File: config.mk
export PLATFORM = sky130hd
export DESIGN_NAME = prog_loader
export DESIGN_NICKNAME = d
export VERILOG_FILES = /design/src/rtl/prog_loader_pkg.sv /design/src/rtl/prog_loader_uart_rx.sv /design/src/rtl/prog_loader.sv
export SDC_FILE = /design/constraint.sdc
export NUM_CORES = 1
export LEC_CHECK = 0
export ABC_AREA = 1
export BUFFER_PORTS_ARGS = -buffer_cell sky130_fd_sc_hd__buf_4
export CORE_UTILIZATION = 40
export CTS_BUF_LIST = sky130_fd_sc_hd__clkbuf_4
export DETAILED_ROUTE_END_ITERATION = 10
export SYNTH_ARGS = -nofsm -noshare
export SYNTH_HDL_FRONTEND = slang
export SYNTH_HIERARCHICAL = 1
export SYNTH_SLANG_ARGS = --single-unit
File: constraint.sdc
create_clock -name clk -period 3.4 [get_ports clk]
set_input_delay 0.17 -clock clk [delete_from_list [all_inputs] [get_ports clk]]
set_output_delay 0.17 -clock clk [all_outputs]
set_load 0.1 [all_outputs]
File: src/rtl/prog_loader_pkg.sv
// Shared definitions for the serial program loader.
//   - frame and UART receiver state encodings
//   - frame sync byte and default instruction-memory depth
package prog_loader_pkg;

  localparam logic [7:0] SYNC_BYTE         = 8'hA5;
  localparam int         MEM_DEPTH_DEFAULT = 24;

  typedef enum logic [1:0] {
    ST_IDLE,
    ST_LEN,
    ST_DATA,
    ST_CHK
  } frame_state_e;

  typedef enum logic [2:0] {
    RX_IDLE,
    RX_START,
    RX_DATA,
    RX_STOP,
    RX_WAIT_HIGH
  } rx_state_e;

endpackage

File: src/rtl/prog_loader_uart_rx.sv
// 8N1 UART receiver.
//   clk        : system clock
//   rst        : synchronous active-high reset
//   rx         : asynchronous serial line, idle high
//   byte_valid : one-cycle pulse, byte_data holds a good byte
//   byte_data  : received byte (LSB first on the wire)
//   frame_err  : one-cycle pulse when the stop bit reads 0
module uart_rx
  import prog_loader_pkg::*;
#(
  parameter int CLKS_PER_BIT = 87
) (
  input  logic       clk,
  input  logic       rst,
  input  logic       rx,
  output logic       byte_valid,
  output logic [7:0] byte_data,
  output logic       frame_err
);

  localparam int CW = $clog2(CLKS_PER_BIT + 1);
  localparam logic [CW-1:0] HALF = CW'(CLKS_PER_BIT / 2 - 1);
  localparam logic [CW-1:0] FULL = CW'(CLKS_PER_BIT - 1);

  logic            rx_meta_q, rx_s_q;
  rx_state_e       state_q;
  logic [CW-1:0]   cnt_q;
  logic [2:0]      bit_q;
  logic [7:0]      shift_q;
  logic            byte_valid_q, frame_err_q;
  logic [7:0]      byte_data_q;

  always_ff @(posedge clk) begin
    if (rst) begin
      rx_meta_q    <= 1'b1;
      rx_s_q       <= 1'b1;
      state_q      <= RX_IDLE;
      cnt_q        <= '0;
      bit_q        <= '0;
      shift_q      <= '0;
      byte_valid_q <= 1'b0;
      frame_err_q  <= 1'b0;
      byte_data_q  <= '0;
    end else begin
      rx_meta_q    <= rx;
      rx_s_q       <= rx_meta_q;
      byte_valid_q <= 1'b0;
      frame_err_q  <= 1'b0;
      case (state_q)
        RX_IDLE: begin
          // Idle is only entered with the line high, so a low level here is the falling edge.
          if (!rx_s_q) begin
            cnt_q   <= '0;
            state_q <= RX_START;
          end
        end
        RX_START: begin
          if (cnt_q == HALF) begin
            cnt_q <= '0;
            bit_q <= '0;
            state_q <= rx_s_q ? RX_IDLE : RX_DATA;
          end else begin
            cnt_q <= cnt_q + 1'b1;
          end
        end
        RX_DATA: begin
          if (cnt_q == FULL) begin
            cnt_q   <= '0;
            shift_q <= {rx_s_q, shift_q[7:1]};
            if (bit_q == 3'd7) state_q <= RX_STOP;
            else               bit_q   <= bit_q + 1'b1;
          end else begin
            cnt_q <= cnt_q + 1'b1;
          end
        end
        RX_STOP: begin
          if (cnt_q == FULL) begin
            cnt_q <= '0;
            if (rx_s_q) begin
              byte_valid_q <= 1'b1;
              byte_data_q  <= shift_q;
              state_q      <= RX_IDLE;
            end else begin
              frame_err_q <= 1'b1;
              state_q     <= RX_WAIT_HIGH;
            end
          end else begin
            cnt_q <= cnt_q + 1'b1;
          end
        end
        RX_WAIT_HIGH: begin
          if (rx_s_q) state_q <= RX_IDLE;
        end
        default: state_q <= RX_IDLE;
      endcase
    end
  end

  assign byte_valid = byte_valid_q;
  assign byte_data  = byte_data_q;
  assign frame_err  = frame_err_q;

endmodule

File: src/rtl/prog_loader.sv
// Serial program loader: receives A5/LEN/data/CHK frames over UART and
// writes the data bytes into CPU instruction memory, holding the CPU
// until a frame with a correct checksum has been loaded.
//   clk, rst          : clock, synchronous active-high reset
//   rx                : UART line (8N1, idle high)
//   prog_we/addr/data : one-cycle instruction-memory write, zero otherwise
//   cpu_run           : 1 releases the CPU
//   load_ok/load_err  : sticky status of the last frame
module prog_loader
  import prog_loader_pkg::*;
#(
  parameter int CLKS_PER_BIT = 87,
  parameter int MEM_DEPTH    = MEM_DEPTH_DEFAULT
) (
  input  logic       clk,
  input  logic       rst,
  input  logic       rx,
  output logic       prog_we,
  output logic [4:0] prog_addr,
  output logic [7:0] prog_data,
  output logic       cpu_run,
  output logic       load_ok,
  output logic       load_err
);

  localparam logic [7:0] MAX_LEN = 8'(MEM_DEPTH);

  logic       byte_valid, frame_err;
  logic [7:0] byte_data;

  uart_rx #(.CLKS_PER_BIT(CLKS_PER_BIT)) u_rx (
    .clk        (clk),
    .rst        (rst),
    .rx         (rx),
    .byte_valid (byte_valid),
    .byte_data  (byte_data),
    .frame_err  (frame_err)
  );

  frame_state_e state_q;
  logic [4:0]   len_q, idx_q;
  logic [7:0]   chk_q;
  logic         prog_we_q, cpu_run_q, load_ok_q, load_err_q;
  logic [4:0]   prog_addr_q;
  logic [7:0]   prog_data_q;

  always_ff @(posedge clk) begin
    if (rst) begin
      state_q     <= ST_IDLE;
      len_q       <= '0;
      idx_q       <= '0;
      chk_q       <= '0;
      prog_we_q   <= 1'b0;
      prog_addr_q <= '0;
      prog_data_q <= '0;
      cpu_run_q   <= 1'b0;
      load_ok_q   <= 1'b0;
      load_err_q  <= 1'b0;
    end else begin
      prog_we_q   <= 1'b0;
      prog_addr_q <= '0;
      prog_data_q <= '0;
      case (state_q)
        ST_IDLE: begin
          if (byte_valid && byte_data == SYNC_BYTE) begin
            state_q    <= ST_LEN;
            load_ok_q  <= 1'b0;
            load_err_q <= 1'b0;
            cpu_run_q  <= 1'b0;
          end
        end
        ST_LEN: begin
          if (frame_err) begin
            load_err_q <= 1'b1;
            state_q    <= ST_IDLE;
          end else if (byte_valid) begin
            if (byte_data != 8'd0 && byte_data <= MAX_LEN) begin
              len_q   <= byte_data[4:0];
              chk_q   <= byte_data;
              idx_q   <= '0;
              state_q <= ST_DATA;
            end else begin
              load_err_q <= 1'b1;
              state_q    <= ST_IDLE;
            end
          end
        end
        ST_DATA: begin
          if (frame_err) begin
            load_err_q <= 1'b1;
            state_q    <= ST_IDLE;
          end else if (byte_valid) begin
            prog_we_q   <= 1'b1;
            prog_addr_q <= idx_q;
            prog_data_q <= byte_data;
            chk_q       <= chk_q ^ byte_data;
            idx_q       <= idx_q + 5'd1;
            if (idx_q + 5'd1 == len_q) state_q <= ST_CHK;
          end
        end
        ST_CHK: begin
          if (frame_err) begin
            load_err_q <= 1'b1;
            state_q    <= ST_IDLE;
          end else if (byte_valid) begin
            if (byte_data == chk_q) begin
              load_ok_q <= 1'b1;
              cpu_run_q <= 1'b1;
            end else begin
              load_err_q <= 1'b1;
            end
            state_q <= ST_IDLE;
          end
        end
        default: state_q <= ST_IDLE;
      endcase
    end
  end

  assign prog_we   = prog_we_q;
  assign prog_addr = prog_addr_q;
  assign prog_data = prog_data_q;
  assign cpu_run   = cpu_run_q;
  assign load_ok   = load_ok_q;
  assign load_err  = load_err_q;

endmodule

---- Word-level counts from Yosys, hierarchy flattened ----
Index checks and enable logic that the tools add are counted.
word-level totals
  output and inout port bits .............. 17
  flip-flop bits (word level) ............. 69
  input port bits ......................... 3
cells by class
  equal/unequal tests ..................... 36
  magnitude comparators ................... 1
  bitwise operators ....................... 6
  $add $sub $neg .......................... 3
  reduce and logical (&&, ||, !) cells .... 23
  muxes and demuxes ....................... 55
operators by type and width
  kind                                                             number
  2-to-1 mux 8 bit                                                 5
  2-to-1 mux 3 bit                                                 10
  2-to-1 mux 5 bit                                                 5
  2-to-1 mux 7 bit                                                 3
  one-hot mux 7 bit (3 select lines)                               1
  2-to-1 mux 2 bit                                                 10
  inequality test 2 x 1 -> 1 bit (second input constant)           9
  AND reduction 6 bit                                              3
  inequality test 2 bit (second input constant)                    8
  one-hot mux 8 bit (2 select lines)                               1
  one-hot mux 3 bit (5 select lines)                               1
  2-to-1 mux 1 bit                                                 14
  one-hot mux 5 bit (2 select lines)                               1
  AND reduction 5 bit                                              2
  inequality test 3 x 1 -> 1 bit (second input constant)           3
  inequality test 3 x 2 -> 1 bit (second input constant)           3
  equality test 8 bit                                              1
  equality test 8 bit (second input constant)                      1
  less-or-equal comparator 8 x 5 -> 1 bit (second input constant)  1
  one-hot mux 2 bit (4 select lines)                               1
  AND reduction 4 bit                                              2
  nonzero test 8 bit                                               1
  bitwise XOR 8 bit                                                1
  adder 7 x 1 -> 7 bit (second input constant)                     1
  other kinds (24)                                                 36

---- Logic depth before layout (Yosys ltp) ----
  depth after elaboration ................. 6
  gate-level depth with buffers ........... 12

---- By module ----
The synthesis kept the hierarchy.
modules (own cells, without submodules)
  module       times used  cells an instance  area each (sq um)
  prog_loader  1           234                1749.2
  uart_rx      1           204                1531.5

---- Worst setup path before layout ----
OpenSTA, ideal clock, no wires.
  path kind ............................... register to output
  start point ............................. register load_ok_q, in the netlist load_ok
  end point ............................... output port load_ok
  data arrival time ....................... 1374 ps
  slack ................................... 1856 ps
  path buffers ............................ 1
  cell stages (with the launch flop) ...... 2
  cell sequence ........................... dfxtp_1 buf_4
RTL lines
  item                    RTL line            source
  from (decl)             prog_loader.sv:43   logic prog_we_q, cpu_run_q, load_ok_q, load_err_q;
  from (signal assigned)  prog_loader.sv:57   load_ok_q <= 1'b0;
  from (signal assigned)  prog_loader.sv:67   load_ok_q <= 1'b0;
  from (signal assigned)  prog_loader.sv:107  load_ok_q <= 1'b1;
  to (decl)               prog_loader.sv:22   output logic load_ok,
No word-level cell between the ends.

==> qor.yml <==
run_status:
  status: "complete, no violations"
final_layout:
  drive_gt1_frac: 0.193
  antenna_cells: 0
  layout_common_cells: "nand2_1, dfxtp_1, nor2_1"
  nNetsFinal: 464
  fin_area_um2: 3590
  layout.cells.non_filler: 563
  final_common_cell: "nand2_1"
  areaGrowthSynthToFinish_pct: 9.50
floorplan:
  start_util: 0.418
  core_um2: 7850
  design.die.area_um2: 8570
  dieWidth_um: 92.6
  die_h_um: 92.6
  io_pins: 20
  row_count: 32
placement:
  dp.cells: 546
  gp_congestion: 0.863
  hpwl_um: 4790
  pre_cts_ws_ps: 1470
  portBuffers: 19
  dpl_cell_area_um2: 3450
yosys:
  synth.avg_cell_area_um2: 7.49
  synth_seq_area_share: 0.421
  muxShareOfSynthArea: 0
  synth_warnings: 6
  synth.distinct_cells: 33
  yosys.area.top_type: "dfxtp_1"
  synth-simple-area-share: 0.288
  synthFlopType: "dfxtp_1"
  synth_top_family_by_area: "simple AND/OR/NAND/NOR gates"
  synthTopCellsByArea: "dfxtp_1, nand2_1, nor2_1"
  synth_seq_cells: 69
  synth_edf_count: 0
  synth_fa_ha_area_frac: 0.0191
  synth_nets: 446
  synth_top_area_share: 0.421
  synth-compound-area-share: 0.146
  synth_area_um2: 3280
  async_reset_ff_frac: 0
  syn-instance-count: 438
  synth_xor_xnor_area_share: 0.0294
global_route:
  track_usage: 0.173
  gr-usage-met1: 0.240
  use_met3: 0.0328
  grt-ovfl-total: 0
  use_met2: 0.256
  antenna_found_initial: 0
  grt-busiest-layer: "met2"
  grt_pass1_wl_um: 11600
  grt_max_degree: 24
  first_global_vias: 2528
cts:
  clkLatencyLatePin_ps: 400
  clk_path_buf_depth: 2
  clock_sinks: 69
  root_buffer: "clkbuf_4"
  clkSlewWorstSetupHoldPaths_ps: 120
  cts_tree: "done"
  cts_buffers: 9
  cts_max_level: 3
sta:
  setup_ws_ps: 1470
  slew_headroom: 0.541
  slew_violations: 0
  fin_crit_ps: 1930
  period_share: 0.568
  hold_viol_final: 0
  setup_viol: 0
  finalSetupTns_ps: 0
  tightest_slew_ps: 688
  rsz0062_at_grt: "no"
  worst_clock_skew_ps: 16.0
  fmax_mhz: 518
setup_path:
  crit_buf_inv: 3
  required_ps: 3700
  critPathArrivalTime_ps: 2230
  crit_path_start_kind: "flop"
  path_max_fanout: 20
  crit_path_cell_trace: "inv_2 > nor2_2 > inv_2 > nor2_2 > inv_2 > nand2_4 > nand2_4 > nand2_1 > a21oi_1"
  max_stage_delay_ps: 530
  slowest_stage: "nor2_2"
  cp_top_family: "simple AND/OR/NAND/NOR gates"
  cpMostUsedCell: "inv_2"
  cp-end-kind: "flop"
  crit_type: "reg -> reg"
detailed_routing:
  drc: 0
  final_antenna_net_count: 0
  drt-total-wl_um: 6720
  avgViaCountPerCell: 4.86
  vias: 2735
  drt_iter0_markers: 184
  wl_per_cell_um: 11.9
  firstDrtPassIters: 4
power:
  switching_share: 0.332
  p_leak_uw: 0.00146
  p_int_uw: 1200
  ir_drop_mv: 0.210
  combPwrFrac: 0.210
  power_density_nw_per_um2: 499
  p_switching_uw: 595
  p_clk_frac: 0.290
  power_frac_seq: 0.500
run:
  drv_cap: 0
min_path:
  hold_class: "in -> reg"
[worst paths after layout]
check / end / slack [ps] / startpoint / depth (start not counted)
worst max-delay path: idx_q[0] / 1470 / state_q[1] / 9
worst min-delay path: idx_q[4] / 120 / rst / 2
worst max register to register: idx_q[0] / 1470 / state_q[1] / 9
worst min register to register: u_rx/rx_s_q / 430 / u_rx/rx_meta_q / 1
[stage by stage]
| stage | utilization | hold WS (ps) | total power (uW) |
|---|---|---|---|
| 2_1_floorplan | - | 239 | 1220 |
| 3_3_place_gp | 0.440 | 355 | 1280 |
| 3_5_place_dp | 0.440 | 356 | 1290 |
| 4_1_cts | 0.458 | 95.4 | 1810 |
| 5_1_grt | 0.458 | 116 | 1920 |
| 6_report | 0.458 | 122 | 1790 |
[flip-flops by register name (all words and copies together), names as in the netlist, 5 cells and up]
register / flops
u_rx/cnt_q: 7
len_q: 5
u_rx/byte_data: 8
u_rx/shift_q: 8
idx_q: 5
prog_data: 8
prog_addr: 5
chk_q: 8
[timing repair]
item,in CTS,in global routing
hold buffers,1,0
hold endpoints to repair,1,0
setup buffers,0,0
resized for setup,0,0
[cells by family after synthesis]
| kind of cell | after synthesis |
|---|---|
| AOI/OAI and AO/OA | 82 |
| xor gates and xnor gates | 11 |
| adders and majority gates | 5 |
| buffers and inverters | 71 |
| DFF | 69 |
| and+or+nand+nor | 200 |
[worst reg2reg max path, stage by stage, from the launching register on]
cell	delay, ps
dfxtp_1	370
inv_2	60
nor2_2	530
inv_2	110
nor2_2	180
inv_2	80
nand2_4	170
nand2_4	170
nand2_1	100
a21oi_1	60
[per-layer routing]
layer  wire length [um]  vias up
met3                243       12
met1               3460     1231
li1                   -     1443
met4                 97        0
met2               2910       49
met5                  0        -
[Yosys cell counts, drive strengths merged, types with 2 or more instances]
library cell / number
a21oi: 42
buf: 10
clkbuf: 3
dfxtp: 69
ha: 5
inv: 58
nand2: 89
nand3: 33
nand3b: 2
nand4: 7
nor2: 58
nor3: 8
o21ai: 36
o31ai: 2
or2: 3
xor2: 10
[power by group through the flow]
stage,logic (uW),registers (uW),clock network [uW]
floorplan,326,894,0
global placement,371,913,0
detailed placement,378,914,0
CTS,379,896,539
global route,446,905,574
finish,376,897,519
[cell type report]
| cell class | count | area [um2] |
|---|---|---|
| clock inverters | 7 | 65.1 |
| repair buffers | 20 | 153 |
| multi-input cells | 298 | 1580 |
| inverters | 58 | 218 |
| well taps | 102 | 128 |
| clock buffers | 9 | 67.6 |
| flip-flops and latches | 69 | 1380 |
| fillers | 824 | 4260 |
(Power assumes the default switching activity.)
